--- config.mk ---
export PLATFORM = sky130hd
export DESIGN_NAME = ch3_wave_core
export DESIGN_NICKNAME = d
export VERILOG_FILES = /design/src/rtl/ch3_pkg.sv /design/src/rtl/ch3_length_counter.sv /design/src/rtl/ch3_wave_core.sv
export SDC_FILE = /design/constraint.sdc
export NUM_CORES = 1
export LEC_CHECK = 0
export CAP_MARGIN = 0
export CORE_ASPECT_RATIO = 0.5
export CORE_MARGIN = 3
export CORE_UTILIZATION = 31
export DETAILED_ROUTE_END_ITERATION = 10
export GPL_TIMING_DRIVEN = 0
export PLACE_DENSITY = 0.58
export RECOVER_POWER = 25
export SYNTH_ARGS = -nofsm -noshare
export SYNTH_HDL_FRONTEND = slang
export SYNTH_SLANG_ARGS = --single-unit
--- constraint.sdc ---
create_clock -name cery_2mhz -period 3.1 [get_ports cery_2mhz]
set_input_delay 0.465 -clock cery_2mhz [delete_from_list [all_inputs] [get_ports cery_2mhz]]
set_output_delay 0.465 -clock cery_2mhz [all_outputs]
set_load 0.02 [all_outputs]
--- src/rtl/ch3_pkg.sv ---
// Shared types, widths and volume helper for the channel-3 wave engine.
package ch3_pkg;

  localparam int unsigned CH3_FREQ_W     = 11;
  localparam int unsigned CH3_LEN_W      = 8;
  localparam int unsigned CH3_IDX_W      = 5;
  localparam int unsigned CH3_WAVE_BYTES = 16;

  typedef enum logic [1:0] {
    MUTE    = 2'd0,
    FULL    = 2'd1,
    HALF    = 2'd2,
    QUARTER = 2'd3
  } vol_code_t;

  // NR32 volume: mute, or right shift of the 4-bit sample by 0, 1 or 2.
  function automatic logic [3:0] ch3_vol_shift(input vol_code_t code, input logic [3:0] s);
    logic [3:0] r;
    r = 4'd0;
    case (code)
      MUTE:    r = 4'd0;
      FULL:    r = s;
      HALF:    r = s >> 1;
      QUARTER: r = s >> 2;
      default: r = 4'd0;
    endcase
    return r;
  endfunction

endpackage

--- src/rtl/ch3_length_counter.sv ---
// Up-counting length timer; pulses expire when a counted tick wraps the value to zero.
module ch3_length_counter
  import ch3_pkg::*;
#(
  parameter int unsigned LEN_W = CH3_LEN_W
) (
  input  logic             cery_2mhz,
  input  logic             napu_reset,
  input  logic             load,
  input  logic [LEN_W-1:0] load_data,
  input  logic             tick,
  input  logic             en,
  input  logic             hold,
  output logic             expire
);

  logic [LEN_W-1:0] len_q, len_d;
  logic             tick_eff;

  // A load or a trigger in the same cycle swallows the tick.
  always_comb begin
    tick_eff = tick & en & ~load & ~hold;
    expire   = tick_eff & (len_q == {LEN_W{1'b1}});
    len_d    = len_q;
    if (load) begin
      len_d = load_data;
    end else if (tick_eff) begin
      len_d = len_q + 1'b1;
    end
  end

  // Length state register.
  always_ff @(posedge cery_2mhz or negedge napu_reset) begin
    if (!napu_reset) begin
      len_q <= '0;
    end else begin
      len_q <= len_d;
    end
  end

endmodule

--- src/rtl/ch3_wave_core.sv ---
// Channel-3 playback: frequency timer, sample index, wave-RAM fetch, volume and active flag.
module ch3_wave_core
  import ch3_pkg::*;
#(
  parameter int unsigned FREQ_W = CH3_FREQ_W,
  parameter int unsigned LEN_W  = CH3_LEN_W
) (
  input  logic              cery_2mhz,
  input  logic              napu_reset,
  input  logic              dac_en,
  input  logic              len_wr,
  input  logic [LEN_W-1:0]  len_data,
  input  logic [1:0]        vol_code,
  input  logic [FREQ_W-1:0] freq,
  input  logic              len_en,
  input  logic              trig,
  input  logic              len_tick,
  output logic [3:0]        wave_addr,
  output logic              wave_rd,
  input  logic [7:0]        wave_data,
  output logic [3:0]        ch3_out,
  output logic              ch3_active,
  output logic [FREQ_W-1:0] nfreq_cnt
);

  logic [FREQ_W-1:0]    timer_q, timer_d;
  logic [CH3_IDX_W-1:0] idx_q, idx_d;
  logic [7:0]           sample_buf_q, sample_buf_d;
  logic                 active_q, active_d;
  logic                 rd_q, rd_d;
  logic                 cap_q, cap_d;
  // Nibble select travels with the fetch so it matches the byte it arrives with.
  logic                 fetch_sel_q, fetch_sel_d;
  logic                 sel_q, sel_d;
  logic [3:0]           out_q, out_d;
  logic                 overflow;
  logic                 len_expire;

  ch3_length_counter #(
    .LEN_W(LEN_W)
  ) u_len (
    .cery_2mhz (cery_2mhz),
    .napu_reset(napu_reset),
    .load      (len_wr),
    .load_data (len_data),
    .tick      (len_tick),
    .en        (len_en),
    .hold      (trig),
    .expire    (len_expire)
  );

  // Next-state logic for timer, index, fetch pipeline, active flag and output sample.
  always_comb begin
    overflow     = active_q & (timer_q == {FREQ_W{1'b1}});
    timer_d      = timer_q;
    idx_d        = idx_q;
    if (trig) begin
      timer_d = freq;
      idx_d   = '0;
    end else if (overflow) begin
      timer_d = freq;
      idx_d   = idx_q + 1'b1;
    end else if (active_q) begin
      timer_d = timer_q + 1'b1;
    end

    rd_d         = overflow & ~trig;
    cap_d        = rd_q;
    fetch_sel_d  = rd_q ? idx_q[0] : fetch_sel_q;
    sel_d        = cap_q ? fetch_sel_q : sel_q;
    sample_buf_d = cap_q ? wave_data : sample_buf_q;

    if (!dac_en) begin
      active_d = 1'b0;
    end else if (trig) begin
      active_d = 1'b1;
    end else if (len_expire) begin
      active_d = 1'b0;
    end else begin
      active_d = active_q;
    end

    out_d = 4'd0;
    if (active_q) begin
      out_d = ch3_vol_shift(vol_code_t'(vol_code),
                            sel_q ? sample_buf_q[3:0] : sample_buf_q[7:4]);
    end
  end

  // Channel state registers.
  always_ff @(posedge cery_2mhz or negedge napu_reset) begin
    if (!napu_reset) begin
      timer_q      <= '0;
      idx_q        <= '0;
      sample_buf_q <= '0;
      active_q     <= 1'b0;
      rd_q         <= 1'b0;
      cap_q        <= 1'b0;
      fetch_sel_q  <= 1'b0;
      sel_q        <= 1'b0;
      out_q        <= '0;
    end else begin
      timer_q      <= timer_d;
      idx_q        <= idx_d;
      sample_buf_q <= sample_buf_d;
      active_q     <= active_d;
      rd_q         <= rd_d;
      cap_q        <= cap_d;
      fetch_sel_q  <= fetch_sel_d;
      sel_q        <= sel_d;
      out_q        <= out_d;
    end
  end

  assign wave_addr  = idx_q[CH3_IDX_W-1:1];
  assign wave_rd    = rd_q;
  assign ch3_out    = out_q;
  assign ch3_active = active_q;
  assign nfreq_cnt  = ~timer_q;

endmodule

# After elaboration in Yosys (flattened, before gate mapping)
# Cells that the tools add are included.
# totals
output_inout_bits	21
ff_bits	41
inputBits	36
# op_classes
n_eq_ne	6
n_addsub	3
bitwise_logic	9
muxes	13
n_reduce_logical	4
# op_table
cell	count
$mux 11	3
$mux 8	2
$pmux 4 s4	1
$add 11x1->11 const B	1
$eq 11x11->1 const B	1
$not 11->11	1
$mux 5	2
$add 8x1->8 const B	1
$eq 8x8->1 const B	1
$mux 4	2
$and 1x1->1	6
$add 5x1->5 const B	1
$eq 2x2->1 const B	2
$reduce_bool 2->1	2
$mux 1	3
$ne 3x1->1 const B	1
$reduce_bool 3->1	1
$eq 2x1->1 const B	1
$logic_not 2->1	1
$not 1->1	2

# Depth between registers and ports, before layout
# logic_depth
word_depth	7
depth_mapped	6
mapped_depth_nobuf	5

# By module
# Synthesis repeated with hierarchy kept, for this count alone.
# hier_totals
hier_cells	227
area_unflattened_um2	2224.6
# by_module_without_submodules
module	seq_area_each_um2	cells_each	instances	area_each_um2
ch3_wave_core	825.8	176	1	1760.4
ch3_length_counter	200.2	51	1	464.2

# Worst setup path after synthesis
# Ideal clock, no wire load.
# synth_path
path_kind	reg2reg
from	register timer_q[0]
to	register timer_q[1]
required_time_ns	2.965
slack_ns	1.581
n_path_buf	1
stages_incl_launch_ff	7
arrival_ns	1.385
setup_time_ns	0.135
path_cell_list	dfrtp_1 > ha_1 > and4_4 > a31oi_2 > buf_6 > o2bb2ai_1 > a21oi_1
# synth_via
elab_chain_len	4
elab_cells_between_ends	7
# synth_rtl
element	line_no	source
from (decl)	ch3_wave_core.sv:26	logic [FREQ_W-1:0] timer_q, timer_d;
from (signal assigned)	ch3_wave_core.sv:103	timer_q <= timer_d;
$add 11x1->11 / $eq 11x11->1 (equally long branches)	ch3_wave_core.sv:64, ch3_wave_core.sv:54	
$mux 11 / $and 1x1->1 (equally long branches)	ch3_wave_core.sv:63, ch3_wave_core.sv:54	
$mux 11	ch3_wave_core.sv:60	end else if (overflow) begin
$mux 11	ch3_wave_core.sv:57	if (trig) begin
# Several ways; a longest one is shown, not always the timed one. The select of a mux whose other input is x is not followed.
# A chain may end at the register's enable or synchronous reset.

# Final worst setup path
# layout_path
from	register timer_q[6]
to	output nfreq_cnt[6]
# layout_via
elab_chain_len	1
# layout_rtl
element	line_no	source
$not 11->11	ch3_wave_core.sv:119	assign nfreq_cnt = ~timer_q;
to (decl)	ch3_wave_core.sv:23	output logic [FREQ_W-1:0] nfreq_cnt
# No other way between the ends.

==> metrics.md <==
| Metric | Value |
|---|---|
| Status | finished, final reports clean |
| H-tree lvl count | 2 |
| # rows | 20 |
| CTS Hold Bufs | 0 |
| Clock Skew | 0.00625 ns |
| Post-route setup slack | 1.14 ns |
| Layout cells sized above 1 | 0.138 |
| Routed Antenna Nets | 0 |
| Most used flip-flop cell after synthesis | dfrtp_1 |
| Hold Vio Cnt, Final | 0 |
| Routing usage on met2 | 0.230 |
| Starting density of the core | 0.338 |
| Cells after Synth | 211 |
| Via density | 4.84 |
| Seq cells post-synth | 41 |
| Synth warn | 0 |
| Static Leak | 1.27 nW |
| Clock latency on the worst-skew pair | 0.28 ns |
| Number of global-route vias before repair | 1860 |
| Comb pwr share | 0.166 |
| Hold crit path type | in2async |
| Least-Margin Pin Slew | 0.781 ns |
| Largest net degree at the start of global routing | 30 |
| Core ar. | 0.00641 mm2 |
| Fmax | 0.511 GHz |
| Postcts setup bufs | 0 |
| Switching pwr | 0.363 mW |
| Number of clock sinks | 41 |
| Clk network pwr share | 0.418 |
| Sw frac | 0.249 |
| P&R area growth vs syn | 39.8% |
| Peak VDD IR | 248 uV |
| Total CTS buffers | 5 |
| Crit. End Element | output pin |
| Clock transition at path regs | 0.06 ns |
| Syn avg cell area | 10.2 um2 |
| Relative slew slack | 0.479 |
| Drt total wl | 5100 um |
| Slew Limit Fails | 0 |
| Total track usage | 0.136 |
| Met3 Resource Use GR | 0.0314 |
| Crit Path Max Fanout | 6 |
| RD Place Congestion | 0.767 |
| Reg power frac | 0.416 |
| Die ar. | 0.00807 mm2 |
| Routing usage on met1 | 0.174 |
| Synthesized area | 0.00216 mm2 |
| Grt peak-use layer | met2 |
| Port-buffer cells | 56 |
| Seq/Total Area, Yosys | 0.475 |
| Initial DRT Pass Iterations | 4 |
| Initial antenna violation count | 0 |
| Synth cell types | 49 |
| DRC | 0 |
| Final TNS setup | 0 ns |
| Post-CTS resize count | 0 |
| Fill cell count | 630 |
| N_diodes | 0 |
| R2R depth | 6 |
| Remaining Overflow, GRT | 0 |
| Clock buffer depth | 2 |
| Fin crit share | 0.631 |
| Required @ worst endpoint | 2.63 ns |
| Final setup vio count | 0 |
| Horiz. Die Dim | 124 um |
| Post-synth EDFFs | 0 |
| I/O pins | 57 |
| WS Path Type | reg2out |
| RSZ-0062 raised after global routing | no |
| Synth async-reset ratio | 1.00 |
| Initial DRC count | 84 |
| Max_cap viols | 0 |
| Mapped Nets | 250 |
| Min Tclk post-route | 1.96 ns |
| First-pass GRT wire length | 8640 um |
| Die span in y | 65.1 um |
| Avg WL per Cell | 14.0 um |
| CTS tree | yes |
| Critical Path Start Type | flop |
| Pint | 1.10 mW |
| DR vias | 1760 |
| Post-DP HPWL | 3800 um |
| Layout net count | 314 |
| Root Buffer | clkbuf_16 |
| Dpl ws | 1.21 ns |
| Worst path arrival time | 1.49 ns |
| Power per standard cell area | 482 mW/mm2 |
## final timing paths
| kind | startpoint | end | slack (ns) |
|---|---|---|---|
| min | napu_reset | u_len.len_q[1] | 0.24 |
| max in group asynchronous | napu_reset | ch3_out[0] | 2.24 |
| min reg2reg | wave_rd | cap_q | 0.43 |
| min in group cery_2mhz | wave_rd | cap_q | 0.43 |
| max reg2reg | timer_q[0] | timer_q[2] | 1.39 |
| max | timer_q[6] | nfreq_cnt[6] | 1.14 |
## placed cells by master, fill, tap and decap left out, types with 5 or more instances in the layout
cell type	instances
nand4_1	9
mux2i_1	5
a21oi_1	10
mux2_2	10
o21ai_1	8
clkbuf_16	5
nor2_1	17
nand2_1	16
xor2_1	9
inv_1	12
buf_4	5
clkdlybuf4s50_1	55
dfrtp_1	41
nand3_1	5
clkbuf_1	5
## registers in the layout (all words and copies together) (netlist names), 4 cells and up
| name | count |
|---|---|
| sample_buf_q | 8 |
| u_len.len_q | 8 |
| timer_q | 11 |
| idx_q | 5 |
| ch3_out | 4 |
## layout make-up
class                           instances  area [um2]  area share
Sequential cell                        41        1030       0.339
Multi-Input combinational cell        144        1010       0.334
Timing Repair Buffer                   57         574       0.190
Clock buffer                            6         139      0.0459
Tap cell                               88         110      0.0364
Buffer                                 12        73.8      0.0244
Inverter                               14        52.6      0.0174
Clock inverter                          2        37.5      0.0124
## through the flow
stage / util / hold slack, ns / instances / power (mW) / cell area (um2)
after floorplan: - / 0.169 / 211 / 0.732 / 2160
after global placement: 0.442 / 0.411 / 355 / 0.852 / 2830
after detailed placement: 0.445 / 0.389 / 356 / 0.859 / 2850
after CTS: 0.472 / 0.0916 / 364 / 1.47 / 3020
after global routing: 0.472 / 0.332 / 364 / 1.52 / 3020
final: 0.472 / 0.239 / 364 / 1.46 / 3020
## cell usage after synthesis, types with 5 or more instances
master	count	area (um2)
nor2_1	17	63.8
a21oi_1	10	50.1
nand2_1	16	60.1
nand3_1	5	25.0
inv_1	12	45.0
dfrtp_1	41	1030
buf_4	5	37.5
o21ai_1	8	40.0
xor2_1	9	78.8
nand4_1	9	56.3
mux2_2	10	113
mux2i_1	5	50.1
## power groups by stage
stage	clock, mW	sequential [mW]	combinational (mW)
after floorplan	0	0.609	0.122
after global placement	0	0.614	0.239
after detailed placement	0	0.615	0.244
after CTS	0.620	0.606	0.246
after global routing	0.642	0.612	0.267
final	0.610	0.606	0.242
## routing by layer
layer	routed length, um	part of all wire
met5	0	0
met4	61	0.012
met3	209	0.041
met2	2490	0.49
met1	2350	0.46
## critical path, stage by stage (launching register included)
cell             delay, ns
dfrtp_1               0.44
inv_1                 0.15
clkdlybuf4s50_1       0.62
## cell families (layout without fill, tap and decap cells)
logic type | count (synthesis) | in the layout | synth area share
buffers and inverters | 26 | 91 | 0.0584
DFF | 41 | 41 | 0.475
adders and majority gates | 3 | 3 | 0.0174
xor gates and xnor gates | 13 | 13 | 0.0527
muxes | 16 | 16 | 0.0804
AOI/OAI and AO/OA | 40 | 40 | 0.123
and+or+nand+nor | 72 | 72 | 0.193
Power figures use the tool's default switching activity.
